==> src/rtl/run_seq_pkg.sv <==
// run_sequencer shared types
// state encoding and counter width
package run_seq_pkg;

    localparam int CYC_W = 16;

    typedef enum logic [2:0] {
        S_IDLE,
        S_LOAD,
        S_REQ,
        S_RUN,
        S_UNLOAD,
        S_FINISH
    } run_state_t;

endpackage

==> src/rtl/run_sequencer_sat_counter.sv <==
// saturating up-counter
// sync clear, enable, sticks at all-ones
module sat_counter #(
    parameter int W = 16
) (
    input  logic         clk,
    input  logic         reset,
    input  logic         clr,
    input  logic         en,
    output logic [W-1:0] q
);

    // count up while enabled, hold at all-ones
    always_ff @(posedge clk or negedge reset) begin
        if (!reset) begin
            q <= '0;
        end else if (clr) begin
            q <= '0;
        end else if (en && (q != '1)) begin
            q <= q + 1'b1;
        end
    end

endmodule

==> src/rtl/run_sequencer.sv <==
// run_sequencer: load image, run core, unload result
// index counter and run FSM live here
module run_sequencer
    import run_seq_pkg::*;
#(
    parameter int LOAD_N   = 64,
    parameter int RES_BASE = 64,
    parameter int RES_N    = 8,
    parameter int MAX_CYC  = 4096
) (
    input  logic             clk,
    input  logic             reset,
    input  logic             start,
    input  logic             ld_valid,
    input  logic [7:0]       ld_data,
    output logic             ld_ready,
    output logic             mem_wr_en,
    output logic [7:0]       mem_addr,
    output logic [7:0]       mem_wr_dat,
    input  logic [7:0]       mem_rd_dat,
    output logic             req,
    input  logic             done,
    output logic             res_valid,
    output logic [7:0]       res_data,
    input  logic             res_ready,
    output logic             busy,
    output logic             timeout,
    output logic [CYC_W-1:0] cycles
);

    localparam logic [7:0]       LD_LAST  = 8'(LOAD_N - 1);
    localparam logic [7:0]       RES_LAST = 8'(RES_N - 1);
    localparam logic [7:0]       RES_B8   = 8'(RES_BASE);
    localparam logic [CYC_W-1:0] CYC_LAST = CYC_W'(MAX_CYC - 1);

    run_state_t state, state_n;
    logic [7:0] idx;
    logic       ld_fire;
    logic       res_fire;
    logic       run_to;
    logic       go;

    assign go       = (state == S_IDLE) && start;
    assign ld_fire  = (state == S_LOAD) && ld_valid;
    assign res_fire = (state == S_UNLOAD) && res_ready;
    // budget hit on the RUN cycle that brings the count to MAX_CYC
    assign run_to   = (state == S_RUN) && !done
                   && (cycles == CYC_LAST);

    // state register
    always_ff @(posedge clk or negedge reset) begin
        if (!reset) begin
            state <= S_IDLE;
        end else begin
            state <= state_n;
        end
    end

    // next-state logic
    always_comb begin
        state_n = state;
        unique case (state)
            S_IDLE:   if (start) state_n = S_LOAD;
            S_LOAD:   if (ld_fire && idx == LD_LAST) state_n = S_REQ;
            S_REQ:    state_n = S_RUN;
            S_RUN:    if (done || run_to) state_n = S_UNLOAD;
            S_UNLOAD: if (res_fire && idx == RES_LAST) state_n = S_FINISH;
            S_FINISH: state_n = S_IDLE;
            default:  state_n = S_IDLE;
        endcase
    end

    // outputs decoded from state and handshakes
    always_comb begin
        ld_ready   = 1'b0;
        mem_wr_en  = 1'b0;
        mem_addr   = 8'h00;
        mem_wr_dat = 8'h00;
        req        = 1'b0;
        res_valid  = 1'b0;
        res_data   = 8'h00;
        busy       = (state != S_IDLE);
        unique case (state)
            S_LOAD: begin
                ld_ready   = 1'b1;
                mem_addr   = idx;
                mem_wr_en  = ld_valid;
                mem_wr_dat = ld_valid ? ld_data : 8'h00;
            end
            S_REQ:    req = 1'b1;
            S_UNLOAD: begin
                mem_addr  = RES_B8 + idx;
                res_valid = 1'b1;
                res_data  = mem_rd_dat;
            end
            default: ;
        endcase
    end

    // shared byte index for load and unload
    always_ff @(posedge clk or negedge reset) begin
        if (!reset) begin
            idx <= 8'h00;
        end else if (state == S_IDLE) begin
            idx <= 8'h00;
        end else if (ld_fire) begin
            idx <= (idx == LD_LAST) ? 8'h00 : idx + 8'h01;
        end else if (res_fire) begin
            idx <= (idx == RES_LAST) ? 8'h00 : idx + 8'h01;
        end
    end

    // sticky timeout, cleared when a new run starts
    always_ff @(posedge clk or negedge reset) begin
        if (!reset) begin
            timeout <= 1'b0;
        end else if (go) begin
            timeout <= 1'b0;
        end else if (run_to) begin
            timeout <= 1'b1;
        end
    end

    sat_counter #(.W(CYC_W)) u_cyc (
        .clk   (clk),
        .reset (reset),
        .clr   (go),
        .en    (state == S_RUN),
        .q     (cycles)
    );

endmodule

==> config.mk <==
export PLATFORM = sky130hd
export DESIGN_NAME = run_sequencer
export DESIGN_NICKNAME = d
export VERILOG_FILES = /design/src/rtl/run_seq_pkg.sv /design/src/rtl/run_sequencer_sat_counter.sv /design/src/rtl/run_sequencer.sv
export SDC_FILE = /design/constraint.sdc
export NUM_CORES = 1
export LEC_CHECK = 0
export BUFFER_PORTS_ARGS = -buffer_cell sky130_fd_sc_hd__buf_2
export CORE_ASPECT_RATIO = 0.75
export CORE_MARGIN = 2
export CORE_UTILIZATION = 49
export DETAILED_ROUTE_END_ITERATION = 7
export GPL_TIMING_DRIVEN = 0
export PLACE_DENSITY = 0.91
export SYNTH_ARGS = -nofsm -noshare
export SYNTH_HDL_FRONTEND = slang
export SYNTH_SLANG_ARGS = --single-unit
==> constraint.sdc <==
create_clock -name clk -period 2 [get_ports clk]
set_clock_uncertainty 0.05 [all_clocks]
set_input_delay 0.4 -clock clk [delete_from_list [all_inputs] [get_ports clk]]
set_output_delay 0.4 -clock clk [all_outputs]
set_load 0.03 [all_outputs]
==> reports/metrics.yaml <==
status:
  status: "finished, violations left"
  violations: "setup timing"
cells_and_area:
  drive_gt1_share_pct: 37.8
  syn_to_final_growth_pct: 38.9
  finalNetCount: 314
  layout_commonest_cell: "buf_2"
  mostFrequentLayoutCells: "43 x buf_2, 26 x dfrtp_1, 22 x buf_4"
  post-route-util_pct: 73.4
  antennaDiodeCount: 0
cts:
  cts_hold_buf: 0
  clk_latency_ns: 0.28
  root_buffer: "clkbuf_8"
  cts.sinks: 28
  ctsLongestPathBuffers: 2
  htree_levels: 1
  cts_tree: "built"
  cts_buffers: 3
  clk_pin_slew_ns: 0.10
synth:
  synth_fa_ha_area_share_pct: 2.10
  synth_cells: 209
  syn_area_per_cell_um2: 8.54
  synth_top_family_by_area: "simple AND/OR/NAND/NOR gates"
  synthesis.area_um2: 1790
  synth-seq-cells: 28
  synth_edf_count: 0
  synth-simple-area-share_pct: 39.2
  syn_nets: 234
  synth_xor_area_share_pct: 5.40
  synth.distinct_cells: 45
  synth_compound_area_share_pct: 9.32
  yosysWarnings: 0
  synth_mux_area_share_pct: 1.75
  yosysSeqAreaShare_pct: 39.2
  async_reset_ff_share_pct: 100
  synthFlopType: "dfrtp_1"
detailed_routing:
  vias_per_cell: 5.84
  dr.pass1.iters: 6
  drc: 0
  wl_per_cell_um: 15.4
  totalWireLength_um: 5050
  num_vias: 1914
  drtAntennaViolNets: 0
  first_iter_violations: 160
timing:
  relSlewSlack_pct: 56.5
  fin_crit_sh_pct: 100
  period_needed_ns: 2.01
  rsz0062_at_grt: "yes"
  setup_slack_ns: -0.00808
  setup_violations: 5
  hold_viol: 0
  hold_ws_ns: 0.0887
  tightest_slew_ns: 0.652
  maxSlewViolCount: 0
  setup-tns-final_ns: -0.0157
  clock.fmax_ghz: 0.498
die:
  die_area_um2: 4150
  fp.dieW_um: 73.7
  fp.dieH_um: 56.3
  core_area_um2: 3380
  start_util_pct: 52.9
  rows: 18
  io-pin-count: 68
run:
  max_cap_viol_count: 0
placement:
  port_buffers: 67
  place.gp.congestion: 0.915
  dp_hpwl_um: 3510
critical_path:
  cpMostUsedCell: "clkbuf_8"
  crit_family: "buffers and inverters"
  crit_buf_inv: 3
  cp_max_fo: 10
  cp.arrival_ns: 1.56
  crit_required_ns: 1.55
  rr_worst_depth: 6
  end_kind: "output port"
  path_cells: "clkbuf_8 > and4bb_1 > clkbuf_8 > and2_1 > buf_4"
  max_stage_delay_ns: 0.38
  worstSetupPathType: "reg -> out"
  slowest_stage: "dfrtp_1"
  ff2ff_setup_slack_ns: 0.04
  critPathLaunchType: "register"
  r2r_start: "state[0]"
  reg2reg_to: "idx[1]"
global_routing:
  track_usage_pct: 23.5
  grt_pass1_vias: 1727
  grt_max_degree: 29
  antenna_found_initial: 0
  grt_pass1_wl_um: 7730
  grt-ovfl-total: 0
power_and_ir_drop:
  ir_drop_mv: 0.915
  power.density_nw_per_um2: 1260
  power_leakage_uw: 0.00119
worst_hold_path:
  hold_class: "in -> async"
==> worst max-delay path by stage <==
| stage | start | slack (ns) | to | depth (start not counted) |
|---|---|---|---|---|
| final | state[0] | -0.008 | mem_wr_dat[0] | 5 |
| after global routing | state[2] | -0.1 | res_data[7] | 5 |
| after CTS | state[1] | -0.0004 | mem_addr[0] | 5 |
| after detailed placement | state[0] | -0.19 | res_data[7] | 5 |
| after global placement | state[0] | -0.12 | res_data[7] | 5 |
| after floorplan | state[1] | -0.13 | mem_addr[0] | 4 |
==> cells by family (layout without fill, tap and decap cells) <==
logic type | count (synthesis) | count (layout)
simple gates | 126 | 126
flops | 28 | 28
compound gates | 26 | 26
buf+inv | 12 | 91
xor+xnor | 11 | 11
fa+ha+maj | 3 | 3
mux | 3 | 3
==> stage by stage <==
| stage | cell area, µm² | std cells | total power [µW] | setup WS [ns] |
|---|---|---|---|---|
| 2_1_floorplan | 1800 | 209 | 2160 | -0.128 |
| 3_3_place_gp | 2190 | 316 | 2550 | -0.122 |
| 3_5_place_dp | 2190 | 316 | 2600 | -0.192 |
| 4_1_cts | 2370 | 323 | 3060 | -0.000366 |
| 5_1_grt | 2480 | 328 | 3320 | -0.0961 |
| 6_report | 2480 | 328 | 3120 | -0.00808 |
==> area by class of cell <==
| type | count | area, µm² |
|---|---|---|
| Timing Repair Buffer | 75 | 479 |
| Inverter | 5 | 18.8 |
| Clock buffer | 4 | 55.1 |
| Buffer | 7 | 67.6 |
| Tap cell | 40 | 50.0 |
| Multi-Input combinational cell | 169 | 1110 |
| Sequential cell | 28 | 703 |
| Fill cell | 256 | 898 |
==> metal layers <==
| metal | track usage (%) | share of wire, % | vias to the layer above |
|---|---|---|---|
| li1 | - | - | 898 |
| met1 | 29.7 | 42 | 908 |
| met2 | 41.3 | 49 | 100 |
| met3 | 4.13 | 8.5 | 8 |
| met4 | 5.19 | 0.81 | 0 |
| met5 | 0 | 0 | - |
==> what timing repair did <==
item,in CTS,in global routing
gates resized for setup,32,25
buffers inserted,3,5
pin swaps,2,3
endpoints found under the setup margin,29,36
==> power breakdown <==
| group | leakage (µW) | internal, µW | total, µW | switching, µW |
|---|---|---|---|---|
| sequential | 0.000353 | 774 | 1080 | 304 |
| combinational | 0.000807 | 650 | 1690 | 1040 |
| clock | 0.0000288 | 176 | 357 | 181 |
==> flip-flops by register name, summed over array words and instances (netlist names) <==
register / cells
u_cyc.q: 16
state: 3
timeout: 1
idx: 8
==> Yosys cell counts, types with 2 or more instances <==
| master | number | share of area, % |
|---|---|---|
| mux2i_1 | 2 | 1.1 |
| and2_1 | 19 | 6.7 |
| or2_2 | 3 | 1.1 |
| a31oi_1 | 2 | 0.70 |
| xnor2_1 | 11 | 5.4 |
| nand2_1 | 21 | 4.4 |
| a21oi_1 | 8 | 2.2 |
| nor2b_1 | 7 | 2.5 |
| ha_1 | 3 | 2.1 |
| and3_1 | 4 | 1.4 |
| nand4_1 | 8 | 2.8 |
| o21ai_0 | 5 | 1.4 |
| nand2b_1 | 3 | 1.1 |
| dfrtp_1 | 28 | 39 |
| clkbuf_1 | 4 | 0.84 |
| nor2_1 | 19 | 4.0 |
| a31o_2 | 2 | 0.98 |
| inv_1 | 5 | 1.1 |
| nand3_1 | 10 | 2.8 |
| nor3_1 | 12 | 3.4 |
| nor2_2 | 2 | 0.70 |
| nor3b_1 | 2 | 0.84 |
| nor4_1 | 7 | 2.5 |
(Power assumes the default switching activity.)
